### config.mk
export PLATFORM = sky130hd
export DESIGN_NAME = ram_stream_reader_flat
export DESIGN_NICKNAME = d
export VERILOG_FILES = /design/src/rtl/ram_stream_reader_if.sv /design/src/rtl/ram_stream_reader.sv /design/src/flat_wrapper.sv
export SDC_FILE = /design/constraint.sdc
export NUM_CORES = 1
export LEC_CHECK = 0
export BUFFER_PORTS_ARGS = -buffer_cell sky130_fd_sc_hd__buf_2
export CAP_MARGIN = 0
export CORE_MARGIN = 2
export CORE_UTILIZATION = 30
export CTS_CLUSTER_DIAMETER = 200
export DETAILED_ROUTE_END_ITERATION = 10
export PLACE_DENSITY = 0.5
export SYNTH_ARGS = -nofsm -noshare
export SYNTH_HDL_FRONTEND = slang
export SYNTH_SLANG_ARGS = --single-unit
export TNS_END_PERCENT = 100
### constraint.sdc
create_clock -name clk -period 3.2 [get_ports clk]
set_clock_uncertainty 0.05 [all_clocks]
set_input_delay 0.48 -clock clk [delete_from_list [all_inputs] [get_ports clk]]
set_output_delay 0.48 -clock clk [all_outputs]
set_load 0.03 [all_outputs]
### src/rtl/ram_stream_reader_if.sv
// RAM read port plus AXI-Stream master bundle for ram_stream_reader.
// master = the reader, slave = the RAM/stream environment.
interface ram_stream_reader_if #(
  parameter int DATA_WIDTH = 8,
  parameter int ADDR_WIDTH = 8
);
  logic                  rd_en;
  logic [ADDR_WIDTH-1:0] rd_addr;
  logic [DATA_WIDTH-1:0] rd_data;
  logic                  rd_data_valid;
  logic [DATA_WIDTH-1:0] m_axis_tdata;
  logic                  m_axis_tvalid;
  logic                  m_axis_tready;
  logic                  m_axis_tlast;

  modport master (
    output rd_en, rd_addr, m_axis_tdata, m_axis_tvalid, m_axis_tlast,
    input  rd_data, rd_data_valid, m_axis_tready
  );

  modport slave (
    input  rd_en, rd_addr, m_axis_tdata, m_axis_tvalid, m_axis_tlast,
    output rd_data, rd_data_valid, m_axis_tready
  );
endinterface

### src/rtl/ram_stream_reader.sv
// Streams a burst of RAM words (wrapping address) out on AXI-Stream.
// Credit-limited reads into a 2-entry fall-through FIFO; 1 beat/cycle with tready high.
module ram_stream_reader #(
  parameter int DATA_WIDTH = 8,
  parameter int ADDR_WIDTH = 8
) (
  input  logic                  clk,
  input  logic                  rst_n,
  input  logic                  start_i,
  input  logic [ADDR_WIDTH-1:0] base_addr_i,
  input  logic [ADDR_WIDTH:0]   length_i,
  output logic                  busy_o,
  output logic                  done_o,
  ram_stream_reader_if.master   bus
);

  typedef enum logic [1:0] {
    S_IDLE  = 2'd0,
    S_READ  = 2'd1,
    S_DRAIN = 2'd2
  } state_e;

  localparam logic [ADDR_WIDTH-1:0] ADDR_ONE = {{(ADDR_WIDTH-1){1'b0}}, 1'b1};
  localparam logic [ADDR_WIDTH:0]   LEN_ONE  = {{ADDR_WIDTH{1'b0}}, 1'b1};
  localparam logic [ADDR_WIDTH:0]   LEN_ZERO = '0;

  state_e                state_q, state_d;
  logic [ADDR_WIDTH-1:0] addr_q, addr_d;
  logic [ADDR_WIDTH:0]   issue_left_q, issue_left_d;
  logic [ADDR_WIDTH:0]   beat_left_q, beat_left_d;
  logic                  inflight_q;

  logic [DATA_WIDTH-1:0] fifo_q [2];
  logic                  wr_ptr_q, rd_ptr_q;
  logic [1:0]            count_q;

  logic       push, pop, store, unload, drained, accept, rd_en;
  logic       fifo_empty;
  logic [2:0] occupancy;

  // Only data answering a read we actually issued is accepted.
  assign push       = bus.rd_data_valid & inflight_q;
  assign fifo_empty = (count_q == 2'd0);

  // Fall-through: returning data is presented the same cycle it arrives.
  assign bus.m_axis_tvalid = ~fifo_empty | push;
  assign bus.m_axis_tdata  = !fifo_empty ? fifo_q[rd_ptr_q]
                           : (push ? bus.rd_data : '0);
  assign bus.m_axis_tlast  = bus.m_axis_tvalid & (beat_left_q == LEN_ONE);

  assign pop    = bus.m_axis_tvalid & bus.m_axis_tready;
  assign store  = push & ~(fifo_empty & pop);
  assign unload = pop & ~fifo_empty;

  assign occupancy = {1'b0, count_q} + {2'b00, inflight_q};
  assign drained   = (state_q == S_DRAIN) && fifo_empty && !inflight_q;
  assign accept    = start_i && ((state_q == S_IDLE) || drained);

  assign busy_o      = (state_q != S_IDLE);
  assign bus.rd_en   = rd_en;
  assign bus.rd_addr = addr_q;

  always_comb begin
    state_d      = state_q;
    addr_d       = addr_q;
    issue_left_d = issue_left_q;
    beat_left_d  = beat_left_q;
    rd_en        = 1'b0;
    done_o       = 1'b0;

    if (pop) begin
      beat_left_d = beat_left_q - LEN_ONE;
    end

    unique case (state_q)
      S_IDLE: begin
      end
      S_READ: begin
        // Credit: 2 - stored - in flight + popping-now must stay positive.
        if ((issue_left_q != LEN_ZERO) && (occupancy < (3'd2 + {2'b00, pop}))) begin
          rd_en        = 1'b1;
          addr_d       = addr_q + ADDR_ONE;
          issue_left_d = issue_left_q - LEN_ONE;
          if (issue_left_q == LEN_ONE) begin
            state_d = S_DRAIN;
          end
        end
      end
      S_DRAIN: begin
        if (drained) begin
          done_o  = 1'b1;
          state_d = S_IDLE;
        end
      end
      default: state_d = S_IDLE;
    endcase

    if (accept) begin
      addr_d       = base_addr_i;
      issue_left_d = length_i;
      beat_left_d  = length_i;
      state_d      = (length_i == LEN_ZERO) ? S_DRAIN : S_READ;
    end
  end

  always_ff @(posedge clk or negedge rst_n) begin
    if (!rst_n) begin
      state_q      <= S_IDLE;
      addr_q       <= '0;
      issue_left_q <= '0;
      beat_left_q  <= '0;
      inflight_q   <= 1'b0;
    end else begin
      state_q      <= state_d;
      addr_q       <= addr_d;
      issue_left_q <= issue_left_d;
      beat_left_q  <= beat_left_d;
      inflight_q   <= rd_en;
    end
  end

  always_ff @(posedge clk or negedge rst_n) begin
    if (!rst_n) begin
      fifo_q[0] <= '0;
      fifo_q[1] <= '0;
      wr_ptr_q  <= 1'b0;
      rd_ptr_q  <= 1'b0;
      count_q   <= 2'd0;
    end else begin
      if (store) begin
        fifo_q[wr_ptr_q] <= bus.rd_data;
        wr_ptr_q         <= ~wr_ptr_q;
      end
      if (unload) begin
        rd_ptr_q <= ~rd_ptr_q;
      end
      unique case ({store, unload})
        2'b10:   count_q <= count_q + 2'd1;
        2'b01:   count_q <= count_q - 2'd1;
        default: count_q <= count_q;
      endcase
    end
  end

endmodule

### src/flat_wrapper.sv
// flat-port wrapper written by rule: the top's interface ports become plain ports
module ram_stream_reader_flat 
#(
  parameter int DATA_WIDTH = 8,
  parameter int ADDR_WIDTH = 8
)
  (clk, rst_n, start_i, base_addr_i, length_i, busy_o, done_o, bus_rd_en, bus_rd_addr, bus_m_axis_tdata, bus_m_axis_tvalid, bus_m_axis_tlast, bus_rd_data, bus_rd_data_valid, bus_m_axis_tready);
  ram_stream_reader_if #(.DATA_WIDTH(DATA_WIDTH), .ADDR_WIDTH(ADDR_WIDTH)) bus_i ();
  input  logic clk;
  input  logic rst_n;
  input  logic start_i;
  input  logic [ADDR_WIDTH-1:0] base_addr_i;
  input  logic [ADDR_WIDTH:0] length_i;
  output logic busy_o;
  output logic done_o;
  output wire logic [$bits(bus_i.rd_en)-1:0] bus_rd_en;
  output wire logic [$bits(bus_i.rd_addr)-1:0] bus_rd_addr;
  output wire logic [$bits(bus_i.m_axis_tdata)-1:0] bus_m_axis_tdata;
  output wire logic [$bits(bus_i.m_axis_tvalid)-1:0] bus_m_axis_tvalid;
  output wire logic [$bits(bus_i.m_axis_tlast)-1:0] bus_m_axis_tlast;
  input wire logic [$bits(bus_i.rd_data)-1:0] bus_rd_data;
  input wire logic [$bits(bus_i.rd_data_valid)-1:0] bus_rd_data_valid;
  input wire logic [$bits(bus_i.m_axis_tready)-1:0] bus_m_axis_tready;
  assign bus_rd_en = bus_i.rd_en;
  assign bus_rd_addr = bus_i.rd_addr;
  assign bus_m_axis_tdata = bus_i.m_axis_tdata;
  assign bus_m_axis_tvalid = bus_i.m_axis_tvalid;
  assign bus_m_axis_tlast = bus_i.m_axis_tlast;
  assign bus_i.rd_data = bus_rd_data;
  assign bus_i.rd_data_valid = bus_rd_data_valid;
  assign bus_i.m_axis_tready = bus_m_axis_tready;
  ram_stream_reader #(.DATA_WIDTH(DATA_WIDTH), .ADDR_WIDTH(ADDR_WIDTH)) u_core (.clk(clk), .rst_n(rst_n), .start_i(start_i), .base_addr_i(base_addr_i), .length_i(length_i), .busy_o(busy_o), .done_o(done_o), .bus(bus_i));
endmodule
## Yosys cells after proc, flatten, opt, wreduce, memory -nomap -nowiden

Index checks and enable logic that the tools add are counted.

- Bitwise operators: 13
- Reduce and logical (&&, ||, !) cells: 18
- $add $sub $neg: 7
- Mux-type cells: 27
- Eq/ne operators: 10
- $lt $le $gt $ge: 4

Operators by type and width:

| cell | number |
|---|---|
| 8-bit two-way mux | 9 |
| 9-bit two-way mux | 5 |
| 9-bit by 1-bit equality test with 1-bit output, second input constant | 2 |
| 9-bit by 1-bit subtractor with 9-bit output, second input constant | 2 |
| 16-bit bitwise mux | 1 |
| 2-bit two-way mux | 5 |
| 2-bit nonzero test | 5 |
| 9-bit zero test | 1 |
| 3-bit by 1-bit != test with 1-bit output, second input constant | 3 |
| 9-bit nonzero test | 1 |
| 8-bit by 1-bit adder with 8-bit output, second input constant | 1 |
| 8-bit demux with 1-bit select | 1 |
| 1-bit AND | 6 |
| 2-bit case mux with 3 select lines | 1 |
| 1-bit logical AND | 5 |
| 2-bit by 1-bit equality test with 1-bit output, second input constant | 2 |
| 2-bit equality test, second input constant | 2 |
| 2-bit >= comparator, second input constant | 2 |
| 2-bit zero test | 2 |
| 1-bit two-way mux | 4 |
| 1-bit NOT | 4 |
| 1-bit NOT with 2-bit output | 2 |
| 2-bit case mux with 2 select lines | 1 |
| 4-bit AND reduction | 1 |
| other kinds (11) | 11 |

- Register bits: 49
- Logic and storage cells: 89
- Input bits: 30

## Depth between registers and ports, before layout

- Depth after elaboration: 10
- Depth in mapped cells: 9
- Gate-level depth less buffers: 8

## Least setup slack after synthesis

OpenSTA, ideal clock, no wires.

- Path kind: register to output
- Start: register u_core.inflight_q
- End: output bus_rd_en
- Required time: 2.670 ns
- Stages on the path, launching flop included: 8
- Setup slack: 0.833 ns
- Arrival time: 1.837 ns
- Cells stage by stage: dfrtp_1 -> ha_1 -> ha_1 -> nor2_1 -> a31oi_4 -> or3_4 -> buf_6 -> inv_2

- Word-level cells in the longest chain between the ends: 8
- Elaborated cells on any way between the ends: 9
- Classes of those cells: 2 x add/sub; 1 x order compare; 2 x mux; 3 x bitwise; 1 x reduce/logical

Ends and longest elaborated chain:

| element | line | text |
|---|---|---|
| start, declared | ram_stream_reader.sv:31 | `logic inflight_q;` |
| start signal, assigned | ram_stream_reader.sv:118 | `inflight_q <= rd_en;` |
| 1-bit AND | ram_stream_reader.sv:42 | `assign push = bus.rd_data_valid & inflight_q;` |
| 1-bit bitwise OR | ram_stream_reader.sv:46 | `assign bus.m_axis_tvalid = ~fifo_empty \| push;` |
| 1-bit AND | ram_stream_reader.sv:51 | `assign pop = bus.m_axis_tvalid & bus.m_axis_tready;` |
| 2-bit by 1-bit adder with 3-bit output | ram_stream_reader.sv:80 | `if ((issue_left_q != LEN_ZERO) && (occupancy < (3'd2 + {2'b00, pop}))) begin` |
| 3-bit less-than comparator * | ram_stream_reader.sv:80 |  |
| 1-bit logical AND * | ram_stream_reader.sv:80 |  |
| 1-bit two-way mux * | ram_stream_reader.sv:80 |  |
| 1-bit two-way mux * | ram_stream_reader.sv:75 | `unique case (state_q)` |
| end, declared | flat_wrapper.sv:16 | `output wire logic [$bits(bus_i.rd_en)-1:0] bus_rd_en;` |

Every way passes the cells marked *; elsewhere a longest branch is shown, timed or not.

## Final worst setup path

- Start: register u_core.count_q[0]
- End: output bus_rd_en

- Word-level cells in the longest chain between the ends: 9
- Elaborated cells on any way between the ends: 10
- Classes of those cells: 2 x add/sub; 1 x order compare; 2 x mux; 3 x bitwise; 2 x reduce/logical

Ends and longest elaborated chain:

| element | line | text |
|---|---|---|
| start, declared | ram_stream_reader.sv:35 | `logic [1:0] count_q;` |
| start signal, assigned | ram_stream_reader.sv:138 | `2'b10: count_q <= count_q + 2'd1;` |
| start signal, assigned | ram_stream_reader.sv:139 | `2'b01: count_q <= count_q - 2'd1;` |
| start signal, assigned | ram_stream_reader.sv:140 | `default: count_q <= count_q;` |
| 2-bit zero test | ram_stream_reader.sv:43 | `assign fifo_empty = (count_q == 2'd0);` |
| 1-bit NOT | ram_stream_reader.sv:46 |  |
| 1-bit bitwise OR | ram_stream_reader.sv:46 |  |
| 1-bit AND | ram_stream_reader.sv:51 |  |
| 2-bit by 1-bit adder with 3-bit output | ram_stream_reader.sv:80 |  |
| 3-bit less-than comparator * | ram_stream_reader.sv:80 |  |
| 1-bit logical AND * | ram_stream_reader.sv:80 |  |
| 1-bit two-way mux * | ram_stream_reader.sv:80 |  |
| 1-bit two-way mux * | ram_stream_reader.sv:75 |  |

Marks and branches as above.

==> results.ini <==
[layout]
fin_util_pct = 36.5
final_cell_area_um2 = 3180
fill_cells = 902
seq_area_um2 = 1230
final_nets = 363
multi_input_area_um2 = 1380
layout_commonest_cell = buf_2
drive_gt1_share_pct = 26.1
antenna_cells = 0
stdcell_count = 434
area_delta_synth_final_pct = 17.5
mostFrequentLayoutCells = buf_2, dfrtp_1, nand2_1

[sta]
worstMarginPinSlew_ns = 0.716
max_freq_ghz = 0.332
worst_slack_ns = 0.188
min_period_ns = 3.01
fin_hold_ws_ns = 0.137
setup_viol = 0
rsz0062_at_grt = false
slew_headroom_pct = 51.1
slew_violations = 0
setup_tns_ns = 0
hold_viol = 0
layout_worst_path_cycle_share_pct = 94.1

[place]
dp_worst_setup_slack_ns = 0.513
gp_congestion = 0.798
placed_cell_area_um2 = 3060
dp.final_hpwl_um = 4690
placed_cells_incl_taps = 426
port_buffers = 50

[synthesis]
yosysWarnings = 0
synthFlopType = dfrtp_1
synth.distinct_cells = 46
synth-async-reset-ratio_pct = 100
synth_edf_count = 0
synthCells = 274
synth_top_area_share_pct = 45.3
synthTopCellsByArea = dfrtp_1, mux2_2, o21ai_0
yosysSeqAreaShare_pct = 45.3
synth-seq-cells = 49
syn_area_per_cell_um2 = 9.87
synthesis.nets = 312
synth.cell_area_um2 = 2710
synth.largest_area_cell = dfrtp_1

[detailed_routing]
detail_route.first_pass.iterations = 4
route.vias.total = 2193
drtAntennaViolNets = 0
drc = 0
drtIter0Drc = 98
route.detailed.wl_per_inst_um = 14.5
vias_per_cell = 5.05
routed_wl_um = 6290

[critical_path]
cp_cell_sequence = ha_1, ha_1, nor2_1, a31oi_4, or3_4, inv_2, buf_2
rr_worst_depth = 7
crit_slowest_cell = or3_4
cp.arrival_ns = 2.48
crit_start = u_core.count_q[0]
cp_common_cell = ha_1
startpoint_type = flop
r2r_start = u_core.count_q[0]
reg2reg_slack_ns = 0.67
r2r_end = u_core.bus.rd_addr[3]
critPathMaxFanout = 20
required_ns = 2.67
critPathKind = reg -> out
worst_path_largest_cell_delay_ns = 0.52
cp-end-kind = primary output

[floorplan]
rows = 34
initial_core_util_pct = 31.0
die_w_um = 99.0
io_pins = 51
die_y_um = 99.0
coreArea_um2 = 8720
dieArea_um2 = 9790

[pwr]
vdd_ir_drop_max_mv = 0.476
powerDensity_nw_per_um2 = 1110
power.total_mw = 3.54
seq_power_share_pct = 34.5
power_frac_clock_pct = 13.0
p_sw_mw = 1.62
p_int_mw = 1.92
leakage_nw = 1.42
combPwrFrac_pct = 52.6
p_sw_share_pct = 45.8

[cts]
clk_latency_ns = 0.31
cts_buffers = 5
cts_hold_buf = 0
cts_buffer_depth = 2
cts_root_buffer = clkbuf_8
ctsHtreeMaxLevel = 2
cts_sinks = 49
cts_tree = built
ctsResizeCount = 0
cts_setup_buffers = 0
path_clk_slew_ns = 0.10

[flow_run]
maxCapViolations = 0

[global_route]
grt_pass1_vias = 2169
overflow = 0
antenna_found_initial = 0
grt_pass1_wl_um = 10800
grt.total_usage_pct = 13.7
grt_max_degree = 30

[run_status]
outcome = finished clean

[min_path]
hold_path_class = in -> async

## power groups by stage
| stage | Sequential [mW] | Combinational, mW | Clock, mW |
|---|---|---|---|
| final | 1.22 | 1.86 | 0.460 |
| after global placement | 1.23 | 1.86 | 0 |
| after floorplan | 1.23 | 1.46 | 0 |
| after global routing | 1.28 | 2.08 | 0.503 |
| after CTS | 1.23 | 1.88 | 0.478 |
| after detailed placement | 1.24 | 1.87 | 0 |
## cells in the mapped netlist, types with 5 or more instances
cell type and number:
xor2_1 6, a21oi_1 5, mux2i_1 8, o21ai_0 28, nand3_1 10, ha_1 8, xnor2_1 12, dfrtp_1 49
nor3_1 7, a21o_1 5, nand2_1 35, nor4_1 6, inv_1 8, nor2_1 16, mux2_2 16
## metal layers
layer | GRT usage, % | vias up | share of wire [%]
met4 | 2.53 | 0 | 0.81
met5 | 0 | - | 0
met1 | 17.9 | 1052 | 48
li1 | - | 1089 | -
met3 | 2.91 | 6 | 4.4
met2 | 23.5 | 46 | 47
## how the worst max path moves through the flow
stage	endpoint	slack [ns]	cells past startpoint
after floorplan	bus_rd_en	0.83	7
after global placement	bus_rd_en	0.55	7
after detailed placement	bus_rd_en	0.51	7
after CTS	bus_rd_en	0.17	7
after global routing	bus_rd_en	0.01	7
final	bus_rd_en	0.19	7
## layout make-up
cell class	instances	area share, %
Multi-Input combinational cell	205	43.4
Sequential cell	49	38.6
Timing Repair Buffer	55	9.05
Tap cell	108	4.25
Clock buffer	5	2.16
Clock inverter	3	1.46
Inverter	9	1.06
## cell families after synthesis
logic type               share of synthesized area (%)
AND/OR/NAND/NOR                                   18.2
AO/OA/AOI/OAI                                     13.6
flip-flops                                        45.3
multiplexers                                      9.62
buffers and inverters                             3.79
XOR/XNOR                                          5.83
adder cells (fa/ha/maj)                           3.70
## worst max-delay path: cells and delay by family (launching register included)
kind,cells,cell delay [ns]
buffers and inverters,2,0.39
flip-flops,1,0.47
AND/OR/NAND/NOR,2,0.74
AO/OA/AOI/OAI,1,0.08
adder cells (fa/ha/maj),2,0.50
## state kept, by name, summed over array words and instances, names as in the netlist
name and cells:
u_core.fifo_q 16, u_core.beat_left_q 9, u_core.issue_left_q 9, u_core.bus.rd_addr 8, u_core.count_q 2, u_core.state_q 2, u_core.inflight_q 1, u_core.rd_ptr_q 1
u_core.wr_ptr_q 1
Power figures use the tool's default switching activity.
